`config.mk`:
```
export PLATFORM = sky130hd
export DESIGN_NAME = cordic_arbiter
export DESIGN_NICKNAME = d
export VERILOG_FILES = /design/src/rtl/cordic_arbiter.sv
export SDC_FILE = /design/constraint.sdc
export NUM_CORES = 1
export LEC_CHECK = 0
export ABC_AREA = 1
export CAP_MARGIN = 20
export CORE_MARGIN = 4
export CORE_UTILIZATION = 40
export CTS_BUF_LIST = sky130_fd_sc_hd__clkbuf_8
export DETAILED_ROUTE_END_ITERATION = 10
export GPL_TIMING_DRIVEN = 0
export PLACE_DENSITY = 0.77
export SETUP_SLACK_MARGIN = 0.4
export SKIP_LAST_GASP = 1
export SYNTH_ARGS = -nofsm -noshare
export SYNTH_HDL_FRONTEND = slang
export SYNTH_SLANG_ARGS = --single-unit
```
`constraint.sdc`:
```
create_clock -name clock -period 1.55 [get_ports clock]
set_input_delay 0.3875 -clock clock [delete_from_list [all_inputs] [get_ports clock]]
set_output_delay 0.3875 -clock clock [all_outputs]
set_load 0.1 [all_outputs]
```
`src/rtl/cordic_arbiter.sv`:
```
// cordic_arbiter
//   Shares one iterative CORDIC angle engine between two I/Q requesters.
//   A round-robin pointer picks which requester is served next. The block
//   captures that requester's operands, pulses the engine start and then
//   waits for the engine's done pulse. The resulting angle is returned on a
//   valid/ready port, tagged with the requester id. A watchdog aborts a job
//   if the engine stays silent for too long, so a hung engine cannot lock
//   the receiver.
//
// Ports
//   clock, reset_n           rising-edge clock, asynchronous active-low reset
//   req0_valid/_I/_Q/_ready  requester 0 operand handshake
//   req1_valid/_I/_Q/_ready  requester 1 operand handshake
//   cordic_start             one-cycle engine start pulse
//   cordic_I/_Q              engine operands, held from start to done
//   cordic_done              engine result strobe
//   cordic_angle             engine result angle
//   res_valid/_id/_angle     result port, held until res_ready
//   res_ready                consumer accepts the result
//   timeout_err              one-cycle pulse when the watchdog aborts a job

module cordic_arbiter #(
    parameter int DATA_W  = 4,
    parameter int ANGLE_W = 16,
    parameter int TIMEOUT = 64
) (
    input  logic               clock,
    input  logic               reset_n,
    input  logic               req0_valid,
    input  logic [DATA_W-1:0]  req0_I,
    input  logic [DATA_W-1:0]  req0_Q,
    output logic               req0_ready,
    input  logic               req1_valid,
    input  logic [DATA_W-1:0]  req1_I,
    input  logic [DATA_W-1:0]  req1_Q,
    output logic               req1_ready,
    output logic               cordic_start,
    output logic [DATA_W-1:0]  cordic_I,
    output logic [DATA_W-1:0]  cordic_Q,
    input  logic               cordic_done,
    input  logic [ANGLE_W-1:0] cordic_angle,
    output logic               res_valid,
    output logic               res_id,
    output logic [ANGLE_W-1:0] res_angle,
    input  logic               res_ready,
    output logic               timeout_err
);

    localparam logic [1:0] IDLE   = 2'd0;
    localparam logic [1:0] ISSUE  = 2'd1;
    localparam logic [1:0] WAIT   = 2'd2;
    localparam logic [1:0] RESULT = 2'd3;

    localparam int              WD_W    = $clog2(TIMEOUT);
    localparam logic [WD_W-1:0] WD_LAST = WD_W'(TIMEOUT - 1);

    logic [1:0]      state;
    logic            rr;
    logic            job_id;
    logic [WD_W-1:0] watchdog;

    logic rr_valid;
    logic other_valid;
    logic grant;
    logic grant_valid;
    logic accept;
    logic wd_expired;

    // The requester named by rr has priority; the other one is served only
    // when the priority requester is idle. Ready is gated by reset_n so
    // that every output reads zero while reset is held.
    always_comb begin
        rr_valid    = rr ? req1_valid : req0_valid;
        other_valid = rr ? req0_valid : req1_valid;
        grant       = rr_valid ? rr : ~rr;
        grant_valid = rr_valid | other_valid;
        accept      = reset_n && (state == IDLE) && grant_valid;
        req0_ready  = accept && !grant;
        req1_ready  = accept && grant;
    end

    // The timeout does not fire when done arrives in the same cycle, so a
    // result that just makes the deadline is still delivered.
    always_comb begin
        wd_expired   = (watchdog == WD_LAST);
        cordic_start = (state == ISSUE);
        timeout_err  = (state == WAIT) && !cordic_done && wd_expired;
    end

    // Job sequencing. A done pulse is only looked at in WAIT, so a late or
    // stray done after an abort or reset cannot create a result.
    always_ff @(posedge clock or negedge reset_n) begin
        if (!reset_n) begin
            state     <= IDLE;
            rr        <= 1'b0;
            job_id    <= 1'b0;
            watchdog  <= '0;
            cordic_I  <= '0;
            cordic_Q  <= '0;
            res_valid <= 1'b0;
            res_id    <= 1'b0;
            res_angle <= '0;
        end else begin
            case (state)
                IDLE: begin
                    if (grant_valid) begin
                        cordic_I <= grant ? req1_I : req0_I;
                        cordic_Q <= grant ? req1_Q : req0_Q;
                        job_id   <= grant;
                        rr       <= ~grant;
                        state    <= ISSUE;
                    end
                end
                ISSUE: begin
                    watchdog <= '0;
                    state    <= WAIT;
                end
                WAIT: begin
                    if (cordic_done) begin
                        res_angle <= cordic_angle;
                        res_id    <= job_id;
                        res_valid <= 1'b1;
                        state     <= RESULT;
                    end else if (wd_expired) begin
                        state <= IDLE;
                    end else begin
                        watchdog <= watchdog + 1'b1;
                    end
                end
                RESULT: begin
                    if (res_ready) begin
                        res_valid <= 1'b0;
                        state     <= IDLE;
                    end
                end
                default: state <= IDLE;
            endcase
        end
    end

endmodule

```
==> summary.md <==
| Metric | Value |
|---|---|
| Status | `finished with violations` |
| Failing checks | `negative setup slack` |
| # H-tree levels | `2` |
| Die area | `5456 µm²` |
| Yosys warnings | `0` |
| Post-DP Area | `2554 µm²` |
| Placer congestion estimate | `0.7753` |
| Async SR Flop Fraction | `1.000` |
| Post-Syn Area per Cell | `8.072 µm²` |
| Initial core utilization | `0.4247` |
| Total power | `9.840 mW` |
| Mapped Cells | `215` |
| WS Path Type | `register to output pin` |
| Skew-Pair Late Insertion Delay | `310 ps` |
| Layout Skew | `11.29 ps` |
| Worst Path Arrival | `1570 ps` |
| Worst hold margin | `28.43 ps` |
| Top post-synthesis cells by area | `dfrtp_1 52%, nand2_1 22%, nand3_1 4.9%` |
| First drt pass iteration count | `5` |
| Worst Max-Slew Pin Slew | `486.4 ps` |
| Synth top area share | `0.5191` |
| HPWL Detailed | `3.086 mm` |
| CP endpoint kind | `output pin` |
| Port bufs | `67` |
| FP Rows | `23` |
| Vias | `2218` |
| Vias in the first global route | `a little under 2000` |
| Final nets | `380` |
| Simple-gate area share of the yosys netlist | `0.3345` |
| Maximum capacitance violations | `0` |
| Netlist cell types | `20` |
| Core Footprint | `4086 µm²` |
| Critical R2R Capture | `state[0]` |
| Combinational family with the most area after synthesis | `simple AND/OR/NAND/NOR gates` |
| Post-synth EDFFs | `0` |
| Yosys reg bits | `36` |
| CTS Buffer Depth | `2` |
| # setup viols final | `19` |
| GRT Total Usage | `0.2258` |
| Pleak | `1.733 nW` |
| Largest net degree at the start of global routing | `38` |
| Grt ovf | `0` |
| Final Cell Area | `3695 µm²` |
| Slew headroom | `0.6757` |
| Critical path peak fanout | `2` |
| Initial drt markers | `262` |
| Total Wirelength | `roughly 8.6 mm` |
| Post-synthesis sequential area ratio | `0.5191` |
| Crit path launch type | `register` |
| Syn Std Cell Area | `1735 µm²` |
| Peak supply drop | `1.434 mV` |
| Post-route DRC | `0` |
| Power per cell area | `roughly 2700 nW/µm²` |
| Drt wl/cell | `22.31 µm` |
| R2R cell count | `10` |
| First-pass GRT wire length | `9.259 mm` |
| RSZ-0062 raised after global routing | `true` |
| Post-DR vias/cell | `roughly 5.7` |
| Count leader, synth | `nand2_1` |
| Reg2Reg Setup Slack | `-270 ps` |
| Final Util | `0.9042` |
| Synthesis-to-layout area growth | `112.9%` |
| Yosys top cell by area | `dfrtp_1` |
| Synth Net Count | `roughly 260` |
| Clock Pin Slew Worst Setup and Hold Paths | `roughly 90 ps` |
| Commonest cells post-synth | `102 x nand2_1, 36 x dfrtp_1, 17 x nand3_1` |
| Number of hold violations in the final report | `0` |
| Total CTS buffers | `5` |
| Post-Synth XOR/XNOR Area | `0` |
| Layout cell share with drive strength beyond 1 | `0.5697` |
| Compound-Gate Fraction of Synth Area | `0.04831` |
| Final period util | `1.261` |
| Final ANT Viol Nets | `0` |
| Die Ht | `73.87 µm` |
| TritonCTS clock tree | `yes` |
| CP required | `1160 ps` |
| Initial antenna violation count | `0` |
| Diodes inserted | `0` |
| Slew Viols, Final | `0` |
| Most common flop cell mapped by yosys | `dfrtp_1` |
| Die width | `73.87 µm` |
| IO Count | `68` |
| Min cycle time layout | `1954 ps` |
| Adder-Cell Fraction of Synth Area | `0.04326` |
| Setup TNS | `-2665 ps` |
| Count of clock tree sinks | `36` |
| Post-synthesis mux area share | `0` |
| F_max | `around 510 MHz` |
| R2R Path Start | `state[1]` |
| Worst hold-check path type | `input port to async pin` |
| Clk root buf | `clkbuf_8` |
| Setup slack after layout | `-404.3 ps` |
==> layout by cell type (no fill, tap or decap), types with 2 or more instances in the layout <==
master	instances
ha_4	4
clkbuf_8	7
nor2_2	2
dfrtp_1	9
nand4_1	2
nand3_1	10
clkdlybuf4s50_1	34
nand2_4	8
a21oi_2	2
buf_12	32
or2_2	3
nor2_4	8
nand3_2	6
inv_1	7
buf_6	10
nand2_1	70
o21ai_2	4
o21ai_1	5
nand2_2	25
buf_8	4
inv_2	6
nor2_1	3
buf_4	34
dfrtp_2	27
==> state kept, by name, summed over array words and instances (netlist names) <==
| name | count |
|---|---|
| res_angle | 16 |
| state | 2 |
| res_valid | 1 |
| watchdog | 6 |
| cordic_Q | 4 |
| cordic_I | 4 |
| res_id | 1 |
| rr | 1 |
| job_id | 1 |
==> cell families after synthesis <==
group	count (synthesis)
buf+inv	20
flops	36
simple gates	139
compound gates	14
fa+ha+maj	6
==> where the power goes <==
| group | total (mW) | leakage, nW | switching [mW] | internal (mW) |
|---|---|---|---|---|
| clock network | 0.992 | 0.0645 | 0.423 | 0.569 |
| registers | 1.85 | 0.421 | 0.464 | 1.39 |
| logic | 7.00 | 1.25 | 4.28 | 2.72 |
==> stage by stage <==
| stage | worst slack (ps) | std cells |
|---|---|---|
| 2_1_floorplan | -286.7 | 215 |
| 3_3_place_gp | -2543 | 332 |
| 3_5_place_dp | -1589 | 332 |
| 4_1_cts | -319.7 | 370 |
| 5_1_grt | -419.6 | 387 |
| 6_report | -404.3 | 387 |
==> cell type report <==
class / instances / area, µm²
buffer: 5 / 53.80
clock buffer: 7 / 96.34
clock inverter: 1 / 30.03
fill: 145 / 391.6
inverter: 15 / 66.31
multi-input combinational: 160 / 1045
sequential: 36 / 934.6
tap: 50 / 62.56
timing repair buffer: 113 / 1406
==> what timing repair did <==
action                     in CTS  in global routing
hold buffers                    0                  0
gates cloned                    5                  0
buffers inserted               25                 17
pin swaps                      30                 15
setup endpoints to repair      66                 66
gates resized for setup       293                 80
hold endpoints to repair        0                  0
==> worst max-delay path, cell delays in order (launching register included) <==
cell	delay (ps)
dfrtp_1	440
ha_4	190
nand2_4	70
nor2_4	120
nand3_4	100
nor2_4	150
buf_12	190
==> worst max-delay path by stage <==
stage          depth (start not counted)        start     endpoint  slack, ps
6_report                               6  watchdog[1]  timeout_err       -400
5_1_grt                                6  watchdog[1]  timeout_err       -420
4_1_cts                                7     state[1]   req1_ready       -320
3_5_place_dp                           7   req0_valid   req0_ready      -1590
3_3_place_gp                           4      reset_n   req1_ready      -2540
2_1_floorplan                          6     state[1]   req0_ready       -290
==> per-layer routing <==
| layer | wire, µm | track usage | vias to the layer above |
|---|---|---|---|
| li1 | - | - | 913 |
| met4 | 414 | 0.09658 | 0 |
| met5 | 0 | 0 | - |
| met1 | 3140 | 0.2632 | 1104 |
| met2 | 4387 | 0.3937 | 159 |
| met3 | 690 | 0.05198 | 42 |
(Power assumes the default switching activity.)
